`src/rtl/pmu_sleep_sequencer.sv`:
```
// APB master that runs the fixed PMU sleep-entry transfer sequence against the wakeup slave.
// Optional macro PMU_SEQ_READBACK_EN: read back and compare every written register.
module pmu_sleep_sequencer #(
   parameter int                        APB_ADDR_WIDTH = 12,
   parameter logic [APB_ADDR_WIDTH-1:0] BASE_ADDR      = '0,
   parameter int                        TIMEOUT_W      = 10,
   parameter logic [31:0]               SIGNATURE      = 32'h00DA41DE
) (
   input  logic                      HCLK,
   input  logic                      HRESETn,
   input  logic                      req_i,
   input  logic [31:0]               scratch_i,
   input  logic [31:0]               mode_i,
   input  logic                      en_i,
   output logic                      ack_o,
   output logic                      busy_o,
   output logic                      err_o,
   output logic [2:0]                err_code_o,
   output logic [APB_ADDR_WIDTH-1:0] PADDR,
   output logic [31:0]               PWDATA,
   output logic                      PWRITE,
   output logic                      PSEL,
   output logic                      PENABLE,
   input  logic [31:0]               PRDATA,
   input  logic                      PREADY,
   input  logic                      PSLVERR
);

`ifdef PMU_SEQ_READBACK_EN
   localparam logic [2:0] LAST_STEP = 3'd6;
`else
   localparam logic [2:0] LAST_STEP = 3'd3;
`endif
   // Abort on the wait cycle that would bring the counter to all-ones.
   localparam logic [TIMEOUT_W-1:0] TCNT_LAST = {{(TIMEOUT_W-1){1'b1}}, 1'b0};

   typedef enum logic [1:0] {IDLE, SETUP, ACCESS, DONE} state_t;
   typedef enum logic [2:0] {
      ERR_NONE      = 3'd0,
      ERR_SLVERR    = 3'd1,
      ERR_TIMEOUT   = 3'd2,
      ERR_SIGNATURE = 3'd3,
      ERR_READBACK  = 3'd4
   } err_t;

   function automatic logic [3:0] step_offset(input logic [2:0] s);
`ifdef PMU_SEQ_READBACK_EN
      case (s)
         3'd1, 3'd2: return 4'h4;
         3'd3, 3'd4: return 4'hC;
         3'd5, 3'd6: return 4'h8;
         default:    return 4'h0;
      endcase
`else
      case (s)
         3'd1:    return 4'h4;
         3'd2:    return 4'hC;
         3'd3:    return 4'h8;
         default: return 4'h0;
      endcase
`endif
   endfunction

   function automatic logic step_is_write(input logic [2:0] s);
`ifdef PMU_SEQ_READBACK_EN
      return s[0];
`else
      return s != 3'd0;
`endif
   endfunction

   function automatic logic [APB_ADDR_WIDTH-1:0] step_addr(input logic [3:0] off);
      return BASE_ADDR + APB_ADDR_WIDTH'(off);
   endfunction

   state_t               state;
   logic [2:0]           step;
   logic [TIMEOUT_W-1:0] tcnt;
   logic [31:0]          scratch_q;
   logic [31:0]          mode_q;
   logic                 en_q;

   logic [2:0]           nxt_step;
   logic [3:0]           nxt_off;
   logic                 nxt_write;
   logic [31:0]          nxt_wdata;
   err_t                 xfer_err;
   logic                 end_seq;
   err_t                 end_code;
`ifdef PMU_SEQ_READBACK_EN
   logic [3:0]           cur_off;
`endif

   always_comb begin
      // NOTE: every signal gets a default first, so no path through this block can infer a latch.
      nxt_step  = step + 3'd1;
      nxt_off   = step_offset(nxt_step);
      nxt_write = step_is_write(nxt_step);
      nxt_wdata = '0;
      if (nxt_write) begin
         case (nxt_off)
            4'h4:    nxt_wdata = scratch_q;
            4'hC:    nxt_wdata = mode_q;
            4'h8:    nxt_wdata = {31'b0, en_q};
            default: nxt_wdata = '0;
         endcase
      end

      xfer_err = ERR_NONE;
`ifdef PMU_SEQ_READBACK_EN
      cur_off = step_offset(step);
`endif
      if (PSLVERR)
         xfer_err = ERR_SLVERR;
      else if (step == 3'd0 && PRDATA != SIGNATURE)
         xfer_err = ERR_SIGNATURE;
`ifdef PMU_SEQ_READBACK_EN
      else if (step != 3'd0 && !step_is_write(step)) begin
         case (cur_off)
            4'h4:    if (PRDATA != scratch_q) xfer_err = ERR_READBACK;
            4'hC:    if (PRDATA != mode_q)    xfer_err = ERR_READBACK;
            4'h8:    if (PRDATA[0] != en_q)   xfer_err = ERR_READBACK;
            default: ;
         endcase
      end
`endif

      // PREADY wins over the timeout when both land in the same cycle.
      end_seq  = 1'b0;
      end_code = ERR_NONE;
      if (state == ACCESS) begin
         if (PREADY) begin
            if (xfer_err != ERR_NONE) begin
               end_seq  = 1'b1;
               end_code = xfer_err;
            end else if (step == LAST_STEP) begin
               end_seq  = 1'b1;
            end
         end else if (tcnt == TCNT_LAST) begin
            end_seq  = 1'b1;
            end_code = ERR_TIMEOUT;
         end
      end
   end

   always_ff @(posedge HCLK or negedge HRESETn) begin
      if (!HRESETn) begin
         state      <= IDLE;
         step       <= '0;
         tcnt       <= '0;
         scratch_q  <= '0;
         mode_q     <= '0;
         en_q       <= 1'b0;
         ack_o      <= 1'b0;
         busy_o     <= 1'b0;
         err_o      <= 1'b0;
         err_code_o <= '0;
         PADDR      <= '0;
         PWDATA     <= '0;
         PWRITE     <= 1'b0;
         PSEL       <= 1'b0;
         PENABLE    <= 1'b0;
      end else begin
         // NOTE: sequential state uses non-blocking assignments so every register samples pre-edge values.
         ack_o <= 1'b0;
         case (state)
            IDLE: begin
               if (req_i) begin
                  scratch_q  <= scratch_i;
                  mode_q     <= mode_i;
                  en_q       <= en_i;
                  err_o      <= 1'b0;
                  err_code_o <= '0;
                  busy_o     <= 1'b1;
                  step       <= '0;
                  PSEL       <= 1'b1;
                  PENABLE    <= 1'b0;
                  PADDR      <= step_addr(step_offset(3'd0));
                  PWRITE     <= 1'b0;
                  PWDATA     <= '0;
                  state      <= SETUP;
               end
            end
            SETUP: begin
               PENABLE <= 1'b1;
               tcnt    <= '0;
               state   <= ACCESS;
            end
            ACCESS: begin
               if (end_seq) begin
                  PSEL       <= 1'b0;
                  PENABLE    <= 1'b0;
                  ack_o      <= 1'b1;
                  busy_o     <= 1'b0;
                  err_o      <= (end_code != ERR_NONE);
                  err_code_o <= end_code;
                  state      <= DONE;
               end else if (PREADY) begin
                  step    <= nxt_step;
                  PENABLE <= 1'b0;
                  PADDR   <= step_addr(nxt_off);
                  PWRITE  <= nxt_write;
                  PWDATA  <= nxt_wdata;
                  state   <= SETUP;
               end else begin
                  tcnt <= tcnt + TIMEOUT_W'(1);
               end
            end
            DONE:    state <= IDLE;
            default: state <= IDLE;
         endcase
      end
   end

endmodule

```
`config.mk`:
```
export PLATFORM = sky130hd
export DESIGN_NAME = pmu_sleep_sequencer
export DESIGN_NICKNAME = d
export VERILOG_FILES = /design/src/rtl/pmu_sleep_sequencer.sv
export SDC_FILE = /design/constraint.sdc
export NUM_CORES = 1
export LEC_CHECK = 0
export BUFFER_PORTS_ARGS = -buffer_cell sky130_fd_sc_hd__buf_2
export CAP_MARGIN = 20
export CORE_MARGIN = 2
export CORE_UTILIZATION = 40
export CTS_BUF_LIST = sky130_fd_sc_hd__clkbuf_16
export CTS_CLUSTER_DIAMETER = 60
export DETAILED_ROUTE_END_ITERATION = 7
export PLACE_DENSITY = 0.68
export SETUP_SLACK_MARGIN = 0.2
export SYNTH_ARGS = -nofsm -noshare
export SYNTH_HDL_FRONTEND = slang
export SYNTH_SLANG_ARGS = --single-unit
```
`constraint.sdc`:
```
create_clock -name HCLK -period 3.1 [get_ports HCLK]
set_input_delay 0.62 -clock HCLK [delete_from_list [all_inputs] [get_ports HCLK]]
set_output_delay 0.62 -clock HCLK [all_outputs]
set_load 0.05 [all_outputs]
```
== Word level (Yosys, flattened, before mapping) ==
Index checks and enable logic that the tools add are counted.

* Flip-flop bits (word level): 132

* $add $sub $neg: 2
* Equality and inequality tests: 18
* Muxes and demuxes: 49
* Reductions and logical operators: 15

{| class="wikitable"
|+ Operators by type and width
! kind !! number
|-
| 32-bit two-way mux || 4
|-
| 32-bit one-hot mux with 3 select lines || 1
|-
| 32-bit one-hot mux with 2 select lines || 1
|-
| 12-bit two-way mux || 3
|-
| 32-bit by 24-bit inequality test with 1-bit output, second input constant || 1
|-
| 12-bit one-hot mux with 2 select lines || 1
|-
| 3-bit two-way mux || 7
|-
| 10-bit two-way mux || 2
|-
| 10-bit one-hot mux with 2 select lines || 1
|-
| 1-bit two-way mux || 15
|-
| 2-bit two-way mux || 6
|-
| 3-bit one-hot mux with 2 select lines || 2
|-
| 4-bit one-hot mux with 3 select lines || 1
|-
| 3-bit nonzero test || 4
|-
| 10-bit by 1-bit adder with 10-bit output, second input constant || 1
|-
| 10-bit equality test, second input constant || 1
|-
| 2-bit inequality test, second input constant || 5
|-
| 3-bit by 2-bit equality test with 1-bit output, second input constant || 3
|-
| 3-bit AND reduction || 3
|-
| 4-bit equality test, second input constant || 2
|-
| 2-bit one-hot mux with 4 select lines || 1
|-
| 1-bit one-hot mux with 2 select lines || 3
|-
| 2-bit equality test, second input constant || 2
|-
| 4-bit by 3-bit equality test with 1-bit output, second input constant || 1
|-
| 11 further kinds || 13
|}

== Logic depth before layout (Yosys ltp) ==
* Depth after elaboration: 11
* Gate-level depth with buffers: 8
* Depth with buffers taken out: 7

== Worst setup path after synthesis ==
Ideal clock, no wire load.

* Path kind: register to register
* Start point: reg step[0]
* End point: reg PWDATA[18]
* Data arrival time: 1862 ps
* Setup slack: 1159 ps
* Stages on the path, launching flop included: 9
* Buffers on the path: 1
* Cells stage by stage: dfrtp_1 -> ha_1 -> ha_1 -> nand2_1 -> nor3_1 -> buf_2 -> a22oi_1 -> or2_1 -> mux2i_1

* Word-level cells in the longest chain between the ends: 10

{| class="wikitable"
|+ Ends and longest elaborated chain
! item !! line !! source
|-
| start, declared || 77 || <nowiki>logic [2:0] step;</nowiki>
|-
| start signal, assigned || 199 || <nowiki>step <= nxt_step;</nowiki>
|-
| branches (longest 10 deep; another with 3-bit by 1-bit adder with 3-bit output) || -- ||
|-
| end signal, assigned || 203 || <nowiki>PWDATA <= nxt_wdata;</nowiki>
|-
| end, declared || 20 || <nowiki>output logic [31:0] PWDATA,</nowiki>
|}

Several ways; the timed one is not identified. The select of a mux whose other input is x is not followed.
A chain may end at the register's enable or synchronous reset.

== Worst setup path after layout ==
* Start point: reg step[0]
* End point: reg PWDATA[8]

Same word-level chain as after synthesis.

==> impl_metrics.py <==
metrics = {
    "clock_network": {
        "htree_levels": 4,
        "cts_buffers": 17,
        "hold_buffers": 0,
        "cts-root-buf": "clkbuf_16",
        "cts-resized-gates": 0,
        "cts_tree": "yes",
        "cts.sinks": 121,
        "postCtsSetupBuffers": 0,
        "clock_latency_ns": 0.41,
        "path_clk_slew_ns": 0.05,
        "clockBufferDepth": 2,
    },
    "place": {
        "dp_hpwl_mm": 9.56,
        "gp_congestion": 0.827,
        "portBuffers": 143,
        "placed_area_mm2": 0.00652,
    },
    "sta": {
        "worstMarginPinSlew_ns": 0.721,
        "finalSetupViolations": 0,
        "fin_worst_skew_ns": 0.00630,
        "grt_setup_unrepaired": "no",
        "fin_crit_ns": 2.38,
        "setup-tns-final_ns": 0,
        "fmax_ghz": 0.420,
        "fin_crit_sh_pct": 76.8,
        "report.final.slew_viol_count": 0,
        "relSlewSlack_pct": 51.9,
        "hold_violations": 0,
    },
    "grt": {
        "antenna_found_initial": 0,
        "grt_usage_pct": 19.4,
        "grt_start_max_net_pins": 57,
        "grt_pass1_wl_mm": 22.7,
        "grt_remaining_overflow": 0,
        "grt_pass1_vias": 4754,
    },
    "detailed_routing": {
        "ant_nets": 0,
        "routed_wl_mm": 13.7,
        "drt-pass1-iter-count": 5,
        "routedWlPerCell_um": 14.7,
        "vias": 4613,
        "drcViolationCount": 0,
        "viasPerCell": 4.93,
        "drtIter0Drc": 217,
    },
    "logic_synthesis": {
        "syn_area_mm2": 0.00566,
        "synth-compound-area-share_pct": 7.09,
        "syn_area_per_cell_um2": 9.36,
        "synthSimpleGateAreaFrac_pct": 25.2,
        "synthAdderAreaFrac_pct": 1.77,
        "synth_edf_count": 0,
        "synthFlopType": "dfrtp_1",
        "yosysSeqAreaShare_pct": 53.5,
        "ys_ff_latch": 121,
        "async_flop_share_pct": 100,
        "yosysWarnings": 0,
        "synth_xor_area_share_pct": 0.928,
        "synth_top_family_by_area": "simple AND/OR/NAND/NOR gates",
        "synth.distinct_cells": 43,
        "synth.area.mux_share_pct": 6.54,
        "postSynthCellCount": 605,
    },
    "worst_setup_path": {
        "cp-start-kind": "flip-flop",
        "r2r-start": "step[0]$_DFFE_PN0P_",
        "path_class": "reg -> reg",
        "regToRegSetupSlack_ns": 0.72,
        "r2r_cells": 7,
        "worstPathArrival_ns": 2.70,
        "crit_fanout": 17,
        "end_kind": "flip-flop",
        "required_ns": 3.42,
        "timing.rr.end": "PWDATA[8]$_DFFE_PN0P_",
    },
    "floorplanning": {
        "core_mm2": 0.0139,
        "die_x_um": 123,
        "rows": 43,
        "design.portCount": 155,
        "die_area_mm2": 0.0151,
        "initial_core_util_pct": 40.8,
        "die_y_um": 123,
    },
    "cells_and_area": {
        "syn2layout_area_growth_pct": 25.8,
        "final_util_pct": 51.3,
        "nFillCells": 1308,
        "final_nets": 853,
        "diodes": 0,
        "drive_gt1_share_pct": 25.4,
        "stdcell_area_mm2": 0.00713,
    },
    "power_and_ir_drop": {
        "power_mw": 5.87,
        "p_per_area_mw_per_mm2": 824,
        "ir_worst_vdd_v": 0.000340,
        "leakagePower_nw": 4.00,
    },
    "status": {
        "status": "finished clean",
    },
    "run": {
        "cap_violations": 0,
    },
    "min_path": {
        "hold_path.class": "in -> async",
    },
}
## logic make-up after synthesis
family	Yosys count
AO/OA/AOI/OAI	54
other	1
buffers and inverters	53
adder cells (fa/ha/maj)	8
flip-flops	121
XOR/XNOR	6
AND/OR/NAND/NOR	325
multiplexers	37
## worst max-delay path by stage
stage                                    from                     end  slack (ns)  cells after the start
final                     step[0]$_DFFE_PN0P_   PWDATA[8]$_DFFE_PN0P_        0.72                      7
after detailed placement  step[0]$_DFFE_PN0P_   PWDATA[3]$_DFFE_PN0P_        0.72                      7
after global placement    step[0]$_DFFE_PN0P_  PWDATA[11]$_DFFE_PN0P_        0.80                      7
after global routing      step[0]$_DFFE_PN0P_   PWDATA[8]$_DFFE_PN0P_        0.52                      7
after floorplan           step[0]$_DFFE_PN0P_  PWDATA[18]$_DFFE_PN0P_        1.16                      8
after CTS                 step[0]$_DFFE_PN0P_   PWDATA[8]$_DFFE_PN0P_        0.70                      7
## power by group
group / internal, mW / leakage (nW) / total, mW / switching, mW
clock network: 1.33 / 0.295 / 2.02 / 0.693
logic: 0.584 / 2.14 / 1.52 / 0.934
registers: 2.05 / 1.57 / 2.33 / 0.280
total: 3.96 / 4.00 / 5.87 / 1.91
## routing by layer
metal | up-vias | global-route usage (%) | routed length, um
li1 | 2243 | - | -
met1 | 2200 | 24.5 | 5800
met2 | 153 | 33.1 | 6890
met3 | 17 | 4.20 | 866
met4 | 0 | 6.04 | 183
met5 | - | 0 | 0
## worst max-delay path, stage by stage (launching register included)
cell	delay (ns)
dfrtp_1	0.44
ha_1	0.23
ha_1	0.38
nor2b_4	0.43
buf_4	0.32
a22oi_1	0.11
or2_1	0.22
mux2i_1	0.15
## synthesized netlist by cell type (2+ instances only)
cell type    n  area, um2
xnor2_1      4       35.0
nor3b_1      2       15.0
nand2_1    241        905
buf_4       12       90.1
a22oi_1     31        233
o21ai_0      8       40.0
a21oi_1      3       15.0
and4b_1      3       30.0
o22ai_1      2       12.5
nor4_1       3       18.8
xor2_1       2       17.5
buf_6        3       33.8
buf_1        3       11.3
o21ai_1      2       10.0
buf_2       11       55.1
nor4b_1      2       17.5
nor2_1       9       33.8
or3_1        2       12.5
nand2b_1     4       25.0
inv_1        8       30.0
nand4_1      6       37.5
clkbuf_1    16       60.1
nand3_1      8       40.0
mux2i_1     37        370
nand3b_1     2       15.0
dfrtp_1    121       3030
nor2b_1      4       25.0
ha_1         8        100
nor3_1       3       15.0
or2_1       32        200
## registers in the layout, summed over array words and instances (netlist names)
register	cells
scratch_q	32
step	3
PSEL	1
PWRITE	1
ack_o	1
PADDR	2
PENABLE	1
err_code_o	2
PWDATA	32
tcnt	10
state	2
mode_q	32
err_o	1
en_q	1
## cell usage in the layout, fill, tap and decap left out, types with 4 or more instances in the layout
master      Yosys  final
nand4_1         6      6
bufinv_16       0      4
nand3_1         8      8
inv_1           8     10
buf_2          11    142
buf_4          12     11
clkinvlp_4      0      4
conb_1          1     11
mux2i_1        37     37
nand2_1       241    240
or2_1          32     31
clkbuf_16       0     17
a22oi_1        31     31
xnor2_1         4      4
nor2_1          9      8
ha_1            8      8
o21ai_0         8      8
dfrtp_1       121    121
nand2b_1        4      4
## metrics by stage
step                hold WS (ns)  std cells  setup WS (ns)
detailed placement         0.464        904          0.717
finish                     0.244        936          0.718
floorplan                  0.324        615           1.16
CTS                        0.289        936          0.703
global placement           0.458        904          0.804
global route               0.325        936          0.522
## area by class of cell
class	count	area, um2	share of cell area [%]
clock inverter	15	185	2.60
multi-input combinational	441	2420	33.9
tap	180	225	3.16
inverter	8	30.0	0.421
timing repair buffer	154	813	11.4
clock buffer	17	425	5.97
sequential	121	3030	42.5
Note: power is estimated with default switching activity, not from simulation.
